<file path="src/rtl/uart_frame_parser.sv">
// -----------------------------------------------------------------------------
// uart_frame_parser
//
// Byte-level frame decoder behind a UART receiver. It hunts for a SOF byte,
// then reads a LEN byte, LEN payload bytes and a CSUM byte. A frame is good
// when (LEN + sum(payload) + CSUM) mod 256 == 0. Good frames are replayed from
// the internal buffer as a valid/ready byte stream with an end-of-frame
// marker. Bad length, bad checksum, overrun and timeout raise one-cycle pulses.
//
// Optional feature macro: UART_FRAME_PARSER_TIMEOUT_EN
//   defined     -> inter-byte timeout counter built, err_timeout active
//   not defined -> no counter, err_timeout tied low, parser waits forever
//
// Ports
//   clk          in   system clock, rising edge
//   rst_n        in   asynchronous active-low reset
//   rx_data[7:0] in   received byte, qualified by rx_valid
//   rx_valid     in   single-cycle byte strobe
//   pay_data[7:0]out  payload byte
//   pay_valid    out  pay_data valid
//   pay_last     out  final payload byte of the frame
//   pay_ready    in   downstream accepts the byte
//   err_crc      out  pulse: checksum mismatch
//   err_len      out  pulse: LEN == 0 or LEN > MAX_LEN
//   err_timeout  out  pulse: inter-byte timeout
//   err_ovr      out  pulse: byte received while draining a frame
//   busy         out  parser not in IDLE
// -----------------------------------------------------------------------------
module uart_frame_parser #(
    parameter int          CLK_FREQ    = 100000000,
    parameter int          MAX_LEN     = 16,
    parameter logic [7:0]  SOF         = 8'hA5,
    parameter int          TIMEOUT_CYC = CLK_FREQ / 1000
) (
    input  logic       clk,
    input  logic       rst_n,
    input  logic [7:0] rx_data,
    input  logic       rx_valid,
    output logic [7:0] pay_data,
    output logic       pay_valid,
    output logic       pay_last,
    input  logic       pay_ready,
    output logic       err_crc,
    output logic       err_len,
    output logic       err_timeout,
    output logic       err_ovr,
    output logic       busy
);

    localparam int         AW        = (MAX_LEN > 1) ? $clog2(MAX_LEN) : 1;
    localparam int         DEPTH     = 1 << AW;
    localparam logic [7:0] MAX_LEN_B = 8'(MAX_LEN);

    typedef enum logic [2:0] {
        S_IDLE,
        S_LEN,
        S_PAYLOAD,
        S_CSUM,
        S_OUT
    } state_t;

    state_t          state_q, state_d;
    logic [7:0]      len_q, len_d;
    logic [7:0]      sum_q, sum_d;
    logic [AW-1:0]   wr_q, wr_d;
    logic [AW-1:0]   rd_q, rd_d;
    logic [AW-1:0]   rd_nxt;
    logic [7:0]      pay_data_q, pay_data_d;
    logic            pay_valid_q, pay_valid_d;
    logic            pay_last_q, pay_last_d;
    logic            err_crc_q, err_crc_d;
    logic            err_len_q, err_len_d;
    logic            err_ovr_q, err_ovr_d;
    logic            busy_q;
    logic            buf_we;
    logic [7:0]      buf_q [DEPTH];

`ifdef UART_FRAME_PARSER_TIMEOUT_EN
    localparam int   CW = $clog2(TIMEOUT_CYC + 1);
    logic [CW-1:0]   cnt_q, cnt_d;
    logic            err_tmo_q, err_tmo_d;
`endif

    assign rd_nxt = rd_q + AW'(1);

    always_comb begin
        state_d     = state_q;
        len_d       = len_q;
        sum_d       = sum_q;
        wr_d        = wr_q;
        rd_d        = rd_q;
        pay_data_d  = pay_data_q;
        pay_valid_d = pay_valid_q;
        pay_last_d  = pay_last_q;
        err_crc_d   = 1'b0;
        err_len_d   = 1'b0;
        err_ovr_d   = 1'b0;
        buf_we      = 1'b0;

        case (state_q)
            S_IDLE: begin
                if (rx_valid && rx_data == SOF) state_d = S_LEN;
            end
            S_LEN: begin
                if (rx_valid) begin
                    if (rx_data == 8'd0 || rx_data > MAX_LEN_B) begin
                        err_len_d = 1'b1;
                        state_d   = S_IDLE;
                    end else begin
                        len_d   = rx_data;
                        sum_d   = rx_data;
                        wr_d    = '0;
                        state_d = S_PAYLOAD;
                    end
                end
            end
            S_PAYLOAD: begin
                if (rx_valid) begin
                    buf_we = 1'b1;
                    sum_d  = sum_q + rx_data;
                    wr_d   = wr_q + AW'(1);
                    if (8'(wr_q) == len_q - 8'd1) state_d = S_CSUM;
                end
            end
            S_CSUM: begin
                if (rx_valid) begin
                    if (8'(sum_q + rx_data) == 8'd0) begin
                        // Preload the first byte so pay_valid rises right after CSUM.
                        rd_d        = '0;
                        pay_data_d  = buf_q[0];
                        pay_valid_d = 1'b1;
                        pay_last_d  = (len_q == 8'd1);
                        state_d     = S_OUT;
                    end else begin
                        err_crc_d = 1'b1;
                        state_d   = S_IDLE;
                    end
                end
            end
            S_OUT: begin
                // No input buffering while draining: incoming bytes are dropped.
                if (rx_valid) err_ovr_d = 1'b1;
                if (pay_ready) begin
                    if (pay_last_q) begin
                        pay_valid_d = 1'b0;
                        pay_last_d  = 1'b0;
                        pay_data_d  = 8'd0;
                        state_d     = S_IDLE;
                    end else begin
                        rd_d       = rd_nxt;
                        pay_data_d = buf_q[rd_nxt];
                        pay_last_d = (8'(rd_nxt) == len_q - 8'd1);
                    end
                end
            end
            default: state_d = S_IDLE;
        endcase

`ifdef UART_FRAME_PARSER_TIMEOUT_EN
        // Counter runs only while a frame is being received; any byte restarts it.
        cnt_d     = '0;
        err_tmo_d = 1'b0;
        if ((state_q == S_LEN || state_q == S_PAYLOAD || state_q == S_CSUM) && !rx_valid) begin
            if (cnt_q == CW'(TIMEOUT_CYC - 1)) begin
                err_tmo_d = 1'b1;
                state_d   = S_IDLE;
            end else begin
                cnt_d = cnt_q + CW'(1);
            end
        end
`endif
    end

    always_ff @(posedge clk or negedge rst_n) begin
        if (!rst_n) begin
            state_q     <= S_IDLE;
            len_q       <= 8'd0;
            sum_q       <= 8'd0;
            wr_q        <= '0;
            rd_q        <= '0;
            pay_data_q  <= 8'd0;
            pay_valid_q <= 1'b0;
            pay_last_q  <= 1'b0;
            err_crc_q   <= 1'b0;
            err_len_q   <= 1'b0;
            err_ovr_q   <= 1'b0;
            busy_q      <= 1'b0;
        end else begin
            state_q     <= state_d;
            len_q       <= len_d;
            sum_q       <= sum_d;
            wr_q        <= wr_d;
            rd_q        <= rd_d;
            pay_data_q  <= pay_data_d;
            pay_valid_q <= pay_valid_d;
            pay_last_q  <= pay_last_d;
            err_crc_q   <= err_crc_d;
            err_len_q   <= err_len_d;
            err_ovr_q   <= err_ovr_d;
            busy_q      <= (state_d != S_IDLE);
        end
    end

    // Payload storage needs no reset: it is only read after a full good frame.
    always_ff @(posedge clk) begin
        if (buf_we) buf_q[wr_q] <= rx_data;
    end

`ifdef UART_FRAME_PARSER_TIMEOUT_EN
    always_ff @(posedge clk or negedge rst_n) begin
        if (!rst_n) begin
            cnt_q     <= '0;
            err_tmo_q <= 1'b0;
        end else begin
            cnt_q     <= cnt_d;
            err_tmo_q <= err_tmo_d;
        end
    end
    assign err_timeout = err_tmo_q;
`else
    assign err_timeout = 1'b0;
`endif

    assign pay_data  = pay_data_q;
    assign pay_valid = pay_valid_q;
    assign pay_last  = pay_last_q;
    assign err_crc   = err_crc_q;
    assign err_len   = err_len_q;
    assign err_ovr   = err_ovr_q;
    assign busy      = busy_q;

endmodule

</file>
<file path="config.mk">
export PLATFORM = sky130hd
export DESIGN_NAME = uart_frame_parser
export DESIGN_NICKNAME = d
export VERILOG_FILES = /design/src/rtl/uart_frame_parser.sv
export SDC_FILE = /design/constraint.sdc
export NUM_CORES = 1
export LEC_CHECK = 0
export CAP_MARGIN = 10
export CORE_MARGIN = 2
export CORE_UTILIZATION = 30
export DETAILED_ROUTE_END_ITERATION = 10
export GPL_TIMING_DRIVEN = 0
export PLACE_DENSITY_LB_ADDON = 0.3
export SLEW_MARGIN = 0
export SYNTH_ARGS = -nofsm -noshare
export SYNTH_HDL_FRONTEND = slang
export SYNTH_SLANG_ARGS = --single-unit
</file>
<file path="constraint.sdc">
create_clock -name clk -period 3.5 [get_ports clk]
set_input_delay 0.35 -clock clk [delete_from_list [all_inputs] [get_ports clk]]
set_output_delay 0.35 -clock clk [all_outputs]
set_load 0.005 [all_outputs]
</file>
==> flow_summary.yaml <==
status:
  outcome: "complete, no violations"
grt:
  grt_max_degree: 38
  grt_pass1_vias: 4541
  grt.total_usage: 0.141
  antenna_found_initial: 0
  grt_pass1_wl_mm: 27.2
  overflow: 0
sta:
  drv_slew: 0
  period_minus_slack_ns: 3.38
  whs_ns: 0.282
  grt_setup_unrepaired: "false"
  max_freq_mhz: 296
  post-route-period-util: 0.964
  skew_ns: 0.0144
  tightest_slew_ns: 1.05
  hold_viol_final: 0
  setup_viol_count_final: 0
  slew_headroom: 0.297
floorplanning:
  boundaryPins: 27
  core_sq_um: 25000
  start_util: 0.304
  die_y_microns: 163
  rows: 58
  fp.dieArea_sq_um: 26600
  die_w_microns: 163
worst_setup_path:
  crit_fanout: 10
  critPathArrivalTime_ns: 3.70
  cp-end-kind: "flip-flop"
  worstPathRequired_ns: 3.82
  worstSetupStartpointType: "flip-flop"
  crit_type: "reg -> reg"
logic_synthesis:
  yosysTopAreaCell: "edfxtp_1"
  synth_area_leaders: "edfxtp_1 51%, dfrtp_1 14%, mux4_2 9.5%"
  ys_types: 60
  syn_area_per_cell_sq_um: 15.4
  syn-cell-area_sq_um: 7580
  netlist.area_leader.share: 0.507
  synthCells: 493
  ys_ff_latch: 169
  synth_edf_count: 128
  synth-main-ff-cell: "edfxtp_1"
  ys_seq_area_frac: 0.642
  async_flop_share: 0.243
  synth_fp_nets: 520
  ys.warnings.count: 0
place:
  hpwl_mm: 12.0
  gp_congestion: 0.811
  io_buffers: 25
  postPlaceCellArea_sq_um: 8310
finish:
  diodes: 0
  drive_above_1_share: 0.187
  post-route-cell-area_sq_um: 8860
  fin_nets: 570
  syn2layout_area_growth_pct: 16.9
detailed_routing:
  drc: 0
  wl_mm: 17.7
  dr_total_vias: 4371
  final_antenna_net_count: 0
  drtIter0Drc: 348
  wl_per_cell_microns: 19.9
  viasPerCell: 4.93
  first_pass_iters: 7
clock_tree:
  h-tree-depth: 4
  cts_tree: "built"
  clock-sinks: 169
  cts-root-buf: "clkbuf_16"
  cts.path.max_buffers: 2
  cts_buffers: 17
  clk_pin_slew_ns: 0.07
  clk-insertion-delay-late_ns: 0.43
  cts_setup_buffers: 0
job:
  cap_violations: 0
worst_hold_path:
  hp-class: "in -> async"
pwr:
  peakVddDrop_v: 0.000227
  powerDensity_nw_per_um2: 481
  p_leak_nw: 3.19
==> critical path: stages (launching register included) <==
cell and delay [ns]:
dfrtp_1 0.44, ha_1 0.30, clkbuf_1 0.37, clkbuf_1 0.68
mux4_2 0.45, a211oi_1 0.43, a21oi_1 0.12, a22o_1 0.23
mux2_4 0.25
==> registers in the layout, summed over array words and instances, names as in the netlist <==
register,count
buf_q,128
busy,1
err_crc,1
err_len,1
err_ovr,1
len_q,8
pay_data,8
pay_last,1
pay_valid,1
rd_q,4
state_q,3
sum_q,8
wr_q,4
==> path summary, 6_finish.rpt <==
path | startpoint | to | slack, ns | depth (start not counted)
max | rd_q[1]$_DFFE_PN0P_ | pay_data[1]$_DFFE_PN0P_ | 0.12 | 8
min | rst_n | sum_q[2]$_DFFE_PN0P_ | 0.28 | 2
max reg2reg | rd_q[1]$_DFFE_PN0P_ | pay_data[1]$_DFFE_PN0P_ | 0.12 | 8
min reg2reg | sum_q[6]$_DFFE_PN0P_ | sum_q[6]$_DFFE_PN0P_ | 0.49 | 2
max in group asynchronous | rst_n | state_q[0]$_DFF_PN0_ | 2.77 | 3
min in group clk | sum_q[6]$_DFFE_PN0P_ | sum_q[6]$_DFFE_PN0P_ | 0.49 | 2
==> layout by cell type (no fill, tap or decap), drive strengths merged, types with 11 or more instances in the layout <==
| cell | Yosys | routed |
|---|---|---|
| mux2i | 11 | 11 |
| nor2b | 14 | 14 |
| nand2 | 40 | 40 |
| ha | 14 | 14 |
| mux4 | 32 | 32 |
| clkbuf | 10 | 29 |
| a21oi | 19 | 19 |
| xnor2 | 12 | 12 |
| dfrtp | 41 | 41 |
| edfxtp | 128 | 128 |
| buf | 11 | 17 |
| inv | 21 | 22 |
| clkdlybuf4s50 | 0 | 17 |
| nor2 | 21 | 21 |
| clkinv | 0 | 11 |
| o21ai | 14 | 14 |
==> area by class of cell <==
| cell class | count | area, sq um |
|---|---|---|
| fillers | 2404 | 16100 |
| flip-flops and latches | 169 | 4870 |
| multi-input cells | 281 | 2500 |
| clock buffers | 18 | 429 |
| well taps | 330 | 413 |
| repair buffers | 31 | 307 |
| plain buffers | 22 | 154 |
| clock inverters | 14 | 104 |
| inverters | 21 | 78.8 |
==> cells by family after synthesis <==
family,synth area share
flip-flops,0.642
adder cells (fa/ha/maj),0.0257
XOR/XNOR,0.0264
AND/OR/NAND/NOR,0.0832
buffers and inverters,0.0307
multiplexers,0.124
other,0.000495
AO/OA/AOI/OAI,0.0672
==> synth_stat cells (all sizes together), types with 10 or more instances <==
cell and n:
edfxtp 128, dfrtp 41, nand2 40, mux4 32, inv 21, nor2 21, a21oi 19, ha 14
nor2b 14, o21ai 14, xnor2 12, buf 11, mux2i 11, a211oi 10, and2 10, clkbuf 10
xor2 10
==> power by group <==
part           internal, mW  leakage, nW  total, mW  switching [mW]
clock                 0.909        0.258       1.71           0.800
combinational         0.141         1.25      0.367           0.226
sequential             2.17         1.68       2.18          0.0121
total                  3.22         3.19       4.26            1.04
==> per-layer routing <==
layer  routed length (microns)  track usage
met4                       159       0.0334
met1                      8080        0.189
met3                       715       0.0316
met2                      8710        0.232
met5                         0            0
==> timing repair <==
item / 4_1_cts / 5_1_grt
cloned: 0 / 0
hold endpoints to repair: 28 / 0
resized for setup: 6 / 5
hold buffers: 1 / 0
setup endpoints to repair: 14 / 12
==> per-stage QoR <==
| step | std cells | TNS, ns | worst slack, ns | power (mW) | utilization |
|---|---|---|---|---|---|
| after detailed placement | 853 | -11.33 | -0.752 | 2.60 | 0.333 |
| after global routing | 886 | 0 | 0.0381 | 4.41 | 0.355 |
| after floorplan | 493 | 0 | 0.861 | 2.45 | - |
| final | 886 | 0 | 0.125 | 4.26 | 0.355 |
| after CTS | 886 | 0 | 0.0174 | 4.29 | 0.355 |
| after global placement | 848 | -8.20 | -0.629 | 2.58 | 0.330 |
Power figures use the tool's default switching activity.
